## src/rtl/troop_digit_overlay_if.sv

```systemverilog
// Board RAM / BCD converter link for the troop digit overlay.
// master drives cell_addr; slave returns that cell's digits.
interface troop_digit_overlay_if #(
  parameter int ADDR_W = 8
);
  logic [ADDR_W-1:0] cell_addr;
  logic              digits_valid;
  logic [3:0]        hundreds;
  logic [3:0]        tens;
  logic [3:0]        ones;

  modport master (
    output cell_addr,
    input  digits_valid, hundreds, tens, ones
  );

  modport slave (
    input  cell_addr,
    output digits_valid, hundreds, tens, ones
  );
endinterface

```

## src/rtl/troop_digit_overlay.sv

```systemverilog
// 3-stage VGA overlay drawing each cell's troop count as 4x7 glyphs (x2).
// Define LEADING_ZERO_BLANK_EN to suppress leading zero digits.
module troop_digit_overlay #(
  parameter logic [11:0] ORIGIN_X  = 12'd64,
  parameter logic [11:0] ORIGIN_Y  = 12'd32,
  parameter int          LOG2_CELL = 5,
  parameter int          COLS      = 16,
  parameter int          ROWS      = 16,
  parameter int          ADDR_W    = 8,
  parameter logic        SYNC_IDLE = 1'b1
) (
  input  logic        clock,
  input  logic        reset_n,
  input  logic [11:0] hdata,
  input  logic [11:0] vdata,
  input  logic        de_in,
  input  logic        hsync_in,
  input  logic        vsync_in,
  troop_digit_overlay_if.master ram,
  output logic        pixel_on,
  output logic        de_out,
  output logic        hsync_out,
  output logic        vsync_out
);

  localparam int PW = LOG2_CELL;

  logic [11:0]       dx, dy, col, row;
  logic [23:0]       lin;
  logic              inside_c;
  logic [ADDR_W-1:0] addr_c;

  logic [ADDR_W-1:0] addr1;
  logic [PW-1:0]     px1, py1;
  logic              in1, de1, hs1, vs1;

  logic [PW-1:0]     px2, py2;
  logic              in2, de2, hs2, vs2, dv2;
  logic [3:0]        h2, t2, o2;

  logic [PW-1:0]     xo, yo;
  logic [1:0]        gcol;
  logic [2:0]        grow;
  logic              in_win, blank_h, blank_t, blank, lit;
  logic              sl_h, sl_t;
  logic [3:0]        dig, rbits;
  logic [27:0]       glyph, sh;
  logic              pix_c;

  function automatic logic [27:0] font(input logic [3:0] d);
    unique case (d)
      4'd0:    font = 28'h6999996;
      4'd1:    font = 28'h2622227;
      4'd2:    font = 28'h691248F;
      4'd3:    font = 28'hE11611E;
      4'd4:    font = 28'h999F111;
      4'd5:    font = 28'hF8E1196;
      4'd6:    font = 28'h688E996;
      4'd7:    font = 28'hF124444;
      4'd8:    font = 28'h6996996;
      4'd9:    font = 28'h6997116;
      default: font = 28'h0;
    endcase
  endfunction

  // Map the pixel to a board cell and its in-cell offset.
  always_comb begin
    dx       = hdata - ORIGIN_X;
    dy       = vdata - ORIGIN_Y;
    col      = dx >> LOG2_CELL;
    row      = dy >> LOG2_CELL;
    inside_c = de_in
            && hdata >= ORIGIN_X
            && vdata >= ORIGIN_Y
            && col < 12'(COLS)
            && row < 12'(ROWS);
    lin      = 24'(row) * 24'(COLS) + 24'(col);
    addr_c   = inside_c ? lin[ADDR_W-1:0] : '0;
  end

  // Stage 1: cell address out to RAM, offsets and video controls.
  always_ff @(posedge clock or negedge reset_n) begin
    if (!reset_n) begin
      addr1 <= '0;
      px1   <= '0;
      py1   <= '0;
      in1   <= 1'b0;
      de1   <= 1'b0;
      hs1   <= SYNC_IDLE;
      vs1   <= SYNC_IDLE;
    end else begin
      addr1 <= addr_c;
      px1   <= dx[PW-1:0];
      py1   <= dy[PW-1:0];
      in1   <= inside_c;
      de1   <= de_in;
      hs1   <= hsync_in;
      vs1   <= vsync_in;
    end
  end

  assign ram.cell_addr = addr1;

  // Stage 2: capture the returned digits alongside the shifted pixel.
  always_ff @(posedge clock or negedge reset_n) begin
    if (!reset_n) begin
      px2 <= '0;
      py2 <= '0;
      in2 <= 1'b0;
      de2 <= 1'b0;
      hs2 <= SYNC_IDLE;
      vs2 <= SYNC_IDLE;
      dv2 <= 1'b0;
      h2  <= '0;
      t2  <= '0;
      o2  <= '0;
    end else begin
      px2 <= px1;
      py2 <= py1;
      in2 <= in1;
      de2 <= de1;
      hs2 <= hs1;
      vs2 <= vs1;
      dv2 <= ram.digits_valid;
      h2  <= ram.hundreds;
      t2  <= ram.tens;
      o2  <= ram.ones;
    end
  end

  // Pick slot digit and glyph bit for the current in-cell offset.
  always_comb begin
    xo     = px2 - PW'(4);
    yo     = py2 - PW'(9);
    in_win = px2 >= PW'(4) && px2 <= PW'(27)
          && py2 >= PW'(9) && py2 <= PW'(22);
    sl_h   = xo[4:3] == 2'd0;
    sl_t   = xo[4:3] == 2'd1;
    gcol   = xo[2:1];
    grow   = yo[3:1];
`ifdef LEADING_ZERO_BLANK_EN
    blank_h = h2 == 4'd0;
    blank_t = h2 == 4'd0 && t2 == 4'd0;
`else
    blank_h = 1'b0;
    blank_t = 1'b0;
`endif
    dig = o2;
    unique case (1'b1)
      sl_h:    dig = h2;
      sl_t:    dig = t2;
      default: dig = o2;
    endcase
    blank = dig > 4'd9
         || (sl_h && blank_h)
         || (sl_t && blank_t);
    glyph = font(dig);
    sh    = glyph << (4 * grow);
    rbits = sh[27:24];
    lit   = rbits[2'd3 - gcol];
    pix_c = in2 && dv2 && in_win && !blank && lit;
  end

  // Stage 3: registered pixel and delayed video controls.
  always_ff @(posedge clock or negedge reset_n) begin
    if (!reset_n) begin
      pixel_on  <= 1'b0;
      de_out    <= 1'b0;
      hsync_out <= SYNC_IDLE;
      vsync_out <= SYNC_IDLE;
    end else begin
      pixel_on  <= pix_c;
      de_out    <= de2;
      hsync_out <= hs2;
      vsync_out <= vs2;
    end
  end

endmodule

```

## src/flat_wrapper.sv

```systemverilog
// flat-port wrapper written by rule: the top's interface ports become plain ports
module troop_digit_overlay_flat 
#(
  parameter logic [11:0] ORIGIN_X  = 12'd64,
  parameter logic [11:0] ORIGIN_Y  = 12'd32,
  parameter int          LOG2_CELL = 5,
  parameter int          COLS      = 16,
  parameter int          ROWS      = 16,
  parameter int          ADDR_W    = 8,
  parameter logic        SYNC_IDLE = 1'b1
)
  (clock, reset_n, hdata, vdata, de_in, hsync_in, vsync_in, pixel_on, de_out, hsync_out, vsync_out, ram_cell_addr, ram_digits_valid, ram_hundreds, ram_tens, ram_ones);
  troop_digit_overlay_if #(.ADDR_W(ADDR_W)) ram_i ();
  input  logic clock;
  input  logic reset_n;
  input  logic [11:0] hdata;
  input  logic [11:0] vdata;
  input  logic de_in;
  input  logic hsync_in;
  input  logic vsync_in;
  output logic pixel_on;
  output logic de_out;
  output logic hsync_out;
  output logic vsync_out;
  output wire logic [$bits(ram_i.cell_addr)-1:0] ram_cell_addr;
  input wire logic [$bits(ram_i.digits_valid)-1:0] ram_digits_valid;
  input wire logic [$bits(ram_i.hundreds)-1:0] ram_hundreds;
  input wire logic [$bits(ram_i.tens)-1:0] ram_tens;
  input wire logic [$bits(ram_i.ones)-1:0] ram_ones;
  assign ram_cell_addr = ram_i.cell_addr;
  assign ram_i.digits_valid = ram_digits_valid;
  assign ram_i.hundreds = ram_hundreds;
  assign ram_i.tens = ram_tens;
  assign ram_i.ones = ram_ones;
  troop_digit_overlay #(.ORIGIN_X(ORIGIN_X), .ORIGIN_Y(ORIGIN_Y), .LOG2_CELL(LOG2_CELL), .COLS(COLS), .ROWS(ROWS), .ADDR_W(ADDR_W), .SYNC_IDLE(SYNC_IDLE)) u_core (.clock(clock), .reset_n(reset_n), .hdata(hdata), .vdata(vdata), .de_in(de_in), .hsync_in(hsync_in), .vsync_in(vsync_in), .ram(ram_i), .pixel_on(pixel_on), .de_out(de_out), .hsync_out(hsync_out), .vsync_out(vsync_out));
endmodule
```

## config.mk

```make
export PLATFORM = sky130hd
export DESIGN_NAME = troop_digit_overlay_flat
export DESIGN_NICKNAME = d
export VERILOG_FILES = /design/src/rtl/troop_digit_overlay_if.sv /design/src/rtl/troop_digit_overlay.sv /design/src/flat_wrapper.sv
export SDC_FILE = /design/constraint.sdc
export NUM_CORES = 1
export LEC_CHECK = 0
export ABC_AREA = 1
export CAP_MARGIN = 25
export CORE_AREA = 2 2 91 93
export DETAILED_ROUTE_END_ITERATION = 10
export DIE_AREA = 0 0 93 95
export MAX_ROUTING_LAYER = met4
export PLACE_DENSITY_LB_ADDON = 0.2
export SLEW_MARGIN = 20
export SYNTH_ARGS = -nofsm -noshare
export SYNTH_HDL_FRONTEND = slang
export SYNTH_SLANG_ARGS = --single-unit
```

## constraint.sdc

```tcl
create_clock -name clock -period 2.5 [get_ports clock]
set_input_delay 0.25 -clock clock [delete_from_list [all_inputs] [get_ports clock]]
set_output_delay 0.25 -clock clock [all_outputs]
set_load 0.005 [all_outputs]
```

==> summary.txt <==
Final layout
  • Nets@finish: 447
  • Sequential cell area: 1334 µm²
  • Synthesis-to-layout area growth: 40.67%
  • N_diodes: 0
  • Area of the multi-input gates: 1323 µm²
  • Final cell count without fillers: 495
  • Layout cell share with drive strength beyond 1: 22.56%
  • Fillers: 781

Die
  • Die area: 8835 µm²
  • Std-Cell Rows: 33
  • Io pins: 54
  • Die Wd: 93 µm
  • Initial Util: 33.84%
  • Die H: 95 µm
  • Core outline area: 7928 µm²

Drt
  • DR pass1 iterations: 4
  • DRC viols: 0
  • Post-DR vias/cell: 4.426
  • Wire length per cell: 11.65 µm
  • DRT iter0 DRCs: 82
  • Remaining antenna violation count: 0
  • Total Wirelength: 5769 µm
  • Vias: 2191

Place
  • # port buffers: 53
  • GP Congestion: 0.8675
  • Post-DP HPWL: 4304 µm
  • Placed cells: 476

Timing
  • Worst-Margin Slew: 0.5377 ns
  • Tcrit/Tclk final: 93.13%
  • Slew headroom: 64.03%
  • Max Fclk: 429.5 MHz
  • Tmin final: 2.328 ns
  • Clock skew: 0.007504 ns
  • Final Max Tran Viols: 0
  • Final setup vio count: 0
  • Setup_tns: 0 ns
  • Count of final hold-check violations: 0
  • RSZ-0062 raised after global routing: false

Setup path
  • CP Max Fanout: 6
  • Critical Path Source Type: register
  • Crit-path most repeated cell: nand2_1
  • Cell chain of the critical path: inv_2 -> ha_4 -> inv_2 -> nand2_4 -> buf_4 -> nand2_2 -> nand3b_1 -> inv_1 -> nor2_4 -> buf_2 -> nand2_1 -> nand3_1 -> nand2_1 -> nand3_1 -> nand3_2 -> nand2_2 -> nand2_1 -> nand2_1 -> nor2_2 -> nor2_1
  • Critical path type: reg2reg
  • CP Buf/Inv Count: 5
  • WP data arrival: 2.56 ns
  • Crit path capture type: register
  • Worst endpoint required time: 2.74 ns
  • CP max stage delay: 0.42 ns
  • Top delay family on crit path: simple AND/OR/NAND/NOR gates
  • Critical-path top delay cell: dfrtp_1

Global routing
  • Largest net degree at the start of global routing: 36
  • GRT met2 Usage: 23.61%
  • GR peak layer: met2
  • Vias in the first global route: 2165
  • Grt total ovfl: 0
  • First-pass GRT wire length: 9356 µm
  • GR Layer Usage met1: 16.68%
  • Initial antenna violation count: 0
  • GRT Util Overall: 13.68%
  • GR met3 Demand/Resource: 1.756%

Synthesis
  • Ys Warns: 0
  • Sequential area share after synthesis: 49.72%
  • Synthesized area: 2683 µm²
  • Xor/xnor cell area share of the yosys netlist: 2.938%
  • Largest family of logic cells by synthesized area: simple AND/OR/NAND/NOR gates
  • Post-Synth Simple-Gate Area: 28.59%
  • Synth Area in Adders: 7.743%
  • Compound-Gate Fraction of Synth Area: 4.431%
  • Cells after Synth: 307
  • Mean Syn Cell Area: 8.738 µm²
  • Syn_nets: 365
  • Register bit total from synthesis: 53
  • Cell variety after synth: 31
  • Post-synthesis mux area share: 0%

Clock tree
  • Clock Latency Late Sink: 0.30 ns
  • Clock sink total: 53
  • H-Tree Depth: 2
  • CTS tree: built
  • CTS buffer count: 5
  • CTS max path bufs: 2
  • Root buf cell: clkbuf_8
  • Reg clk slew, reported paths: 0.09 ns

Status
  • Status: finished, final reports clean

Min path
  • Min-delay worst type: reg2reg

Job
  • Max-Cap Viols: 0

Power and ir drop
  • PD cells: 549.2 nW/µm²
  • Pleak: 1.807 nW
  • Peak VDD IR: 0.3753 mV
## cells in the mapped netlist, drive strengths merged
cell,n,share of area (%)
o21ai,5,0.93
clkbuf,1,0.14
buf,2,0.70
xor2,5,1.6
nor2,32,5.7
nor4,2,0.47
o211ai,1,0.28
fa,1,0.75
nor3,3,0.56
a311oi,1,0.33
nand4,2,0.47
dfrtp,47,44
and2,1,0.23
ha,15,7.0
nand3,41,8.2
dfstp,6,5.9
a21oi,14,2.9
nand3b,1,0.28
nand2,79,12
or2,3,0.70
inv,41,5.7
xnor2,4,1.3
## per-layer routing
metal,up-vias,wire (µm)
met5,-,0
met4,0,38
met3,2,163
met2,38,2922
met1,1016,2644
li1,1135,-
## layout make-up
type                            count  area share [%]
Multi-Input combinational cell    211           35.05
Tap cell                          105           3.481
Inverter                           41           4.145
Clock buffer                        6           2.188
Timing Repair Buffer               77           18.80
Clock inverter                      2          0.9947
Sequential cell                    53           35.34
## placed cells by master (no fill, tap or decap), types with 3 or more instances in the layout
cell,count
dfstp_2,6
buf_4,21
nand2_4,5
ha_4,3
inv_2,8
a21oi_1,11
ha_1,11
nand2_2,10
or2_2,3
nor3_1,3
o21ai_0,3
nand3_1,32
clkdlybuf4s50_1,52
nor2_4,4
clkbuf_8,6
nand2_1,65
xor2_1,5
dfrtp_1,47
nor2_1,25
xnor2_1,4
inv_1,32
nand3_2,7
nor2_2,3
## flip-flops by register name, indices dropped and copies added (netlist names)
register / flops
u_core.t2: 4
u_core.hsync_out: 1
u_core.de2: 1
u_core.vs2: 1
u_core.py1: 5
u_core.in1: 1
u_core.px2: 5
u_core.dv2: 1
u_core.de1: 1
u_core.de_out: 1
u_core.o2: 4
u_core.py2: 5
u_core.hs1: 1
u_core.vs1: 1
u_core.ram.cell_addr: 8
u_core.hs2: 1
u_core.vsync_out: 1
u_core.pixel_on: 1
u_core.px1: 5
u_core.h2: 4
u_core.in2: 1
## cell families after synthesis
group	count (synthesis)
AO/OA/AOI/OAI	21
adder cells (fa/ha/maj)	16
XOR/XNOR	9
AND/OR/NAND/NOR	164
flip-flops	53
buffers and inverters	44
## report_power, final
group	switching [mW]	total (mW)	internal [mW]
logic	0.313	0.569	0.256
clock network	0.268	0.594	0.326
registers	0.0149	0.910	0.895
## timing repair
item,CTS,global route
hold buffers,1,0
setup endpoints to repair,0,1
buffers inserted,0,9
endpoints found under the hold margin,18,0
gates resized for setup,0,38
## worst register-to-register path: stages (launching register included)
cell and delay (ns):
dfrtp_1 0.42, inv_2 0.09, ha_4 0.14, inv_2 0.04
nand2_4 0.06, buf_4 0.11, nand2_2 0.07, nand3b_1 0.17
inv_1 0.10, nor2_4 0.16, buf_2 0.18, nand2_1 0.06
nand3_1 0.07, nand2_1 0.06, nand3_1 0.10, nand3_2 0.09
nand2_2 0.10, nand2_1 0.05, nand2_1 0.08, nor2_2 0.04
nor2_1 0.09
## worst paths after layout
check	startpoint	endpoint	slack, ns	depth (start not counted)
worst max-delay path	u_core.px2[2]	u_core.pixel_on	0.17	20
worst min-delay path	u_core.px1[3]	u_core.px2[3]	0.35	0
worst max register to register	u_core.px2[2]	u_core.pixel_on	0.17	20
worst min register to register	u_core.px1[3]	u_core.px2[3]	0.35	0
max in group asynchronous	reset_n	u_core.hs2	1.28	3
min in group asynchronous	reset_n	u_core.py2[0]	0.40	2
## through the flow
stage	instance area [µm²]	util, %	power [mW]	hold WS, ns	setup slack [ns]
2_1_floorplan	2683	-	1.222	-0.04559	0.2780
3_3_place_gp	3422	43.17	1.414	0.1897	0.1222
3_5_place_dp	3422	43.17	1.416	0.1980	0.03903
4_1_cts	3552	44.81	2.019	0.3415	0.07901
5_1_grt	3774	47.60	2.205	0.3497	0.0004381
6_report	3774	47.60	2.073	0.3451	0.1717
(Power assumes the default switching activity.)
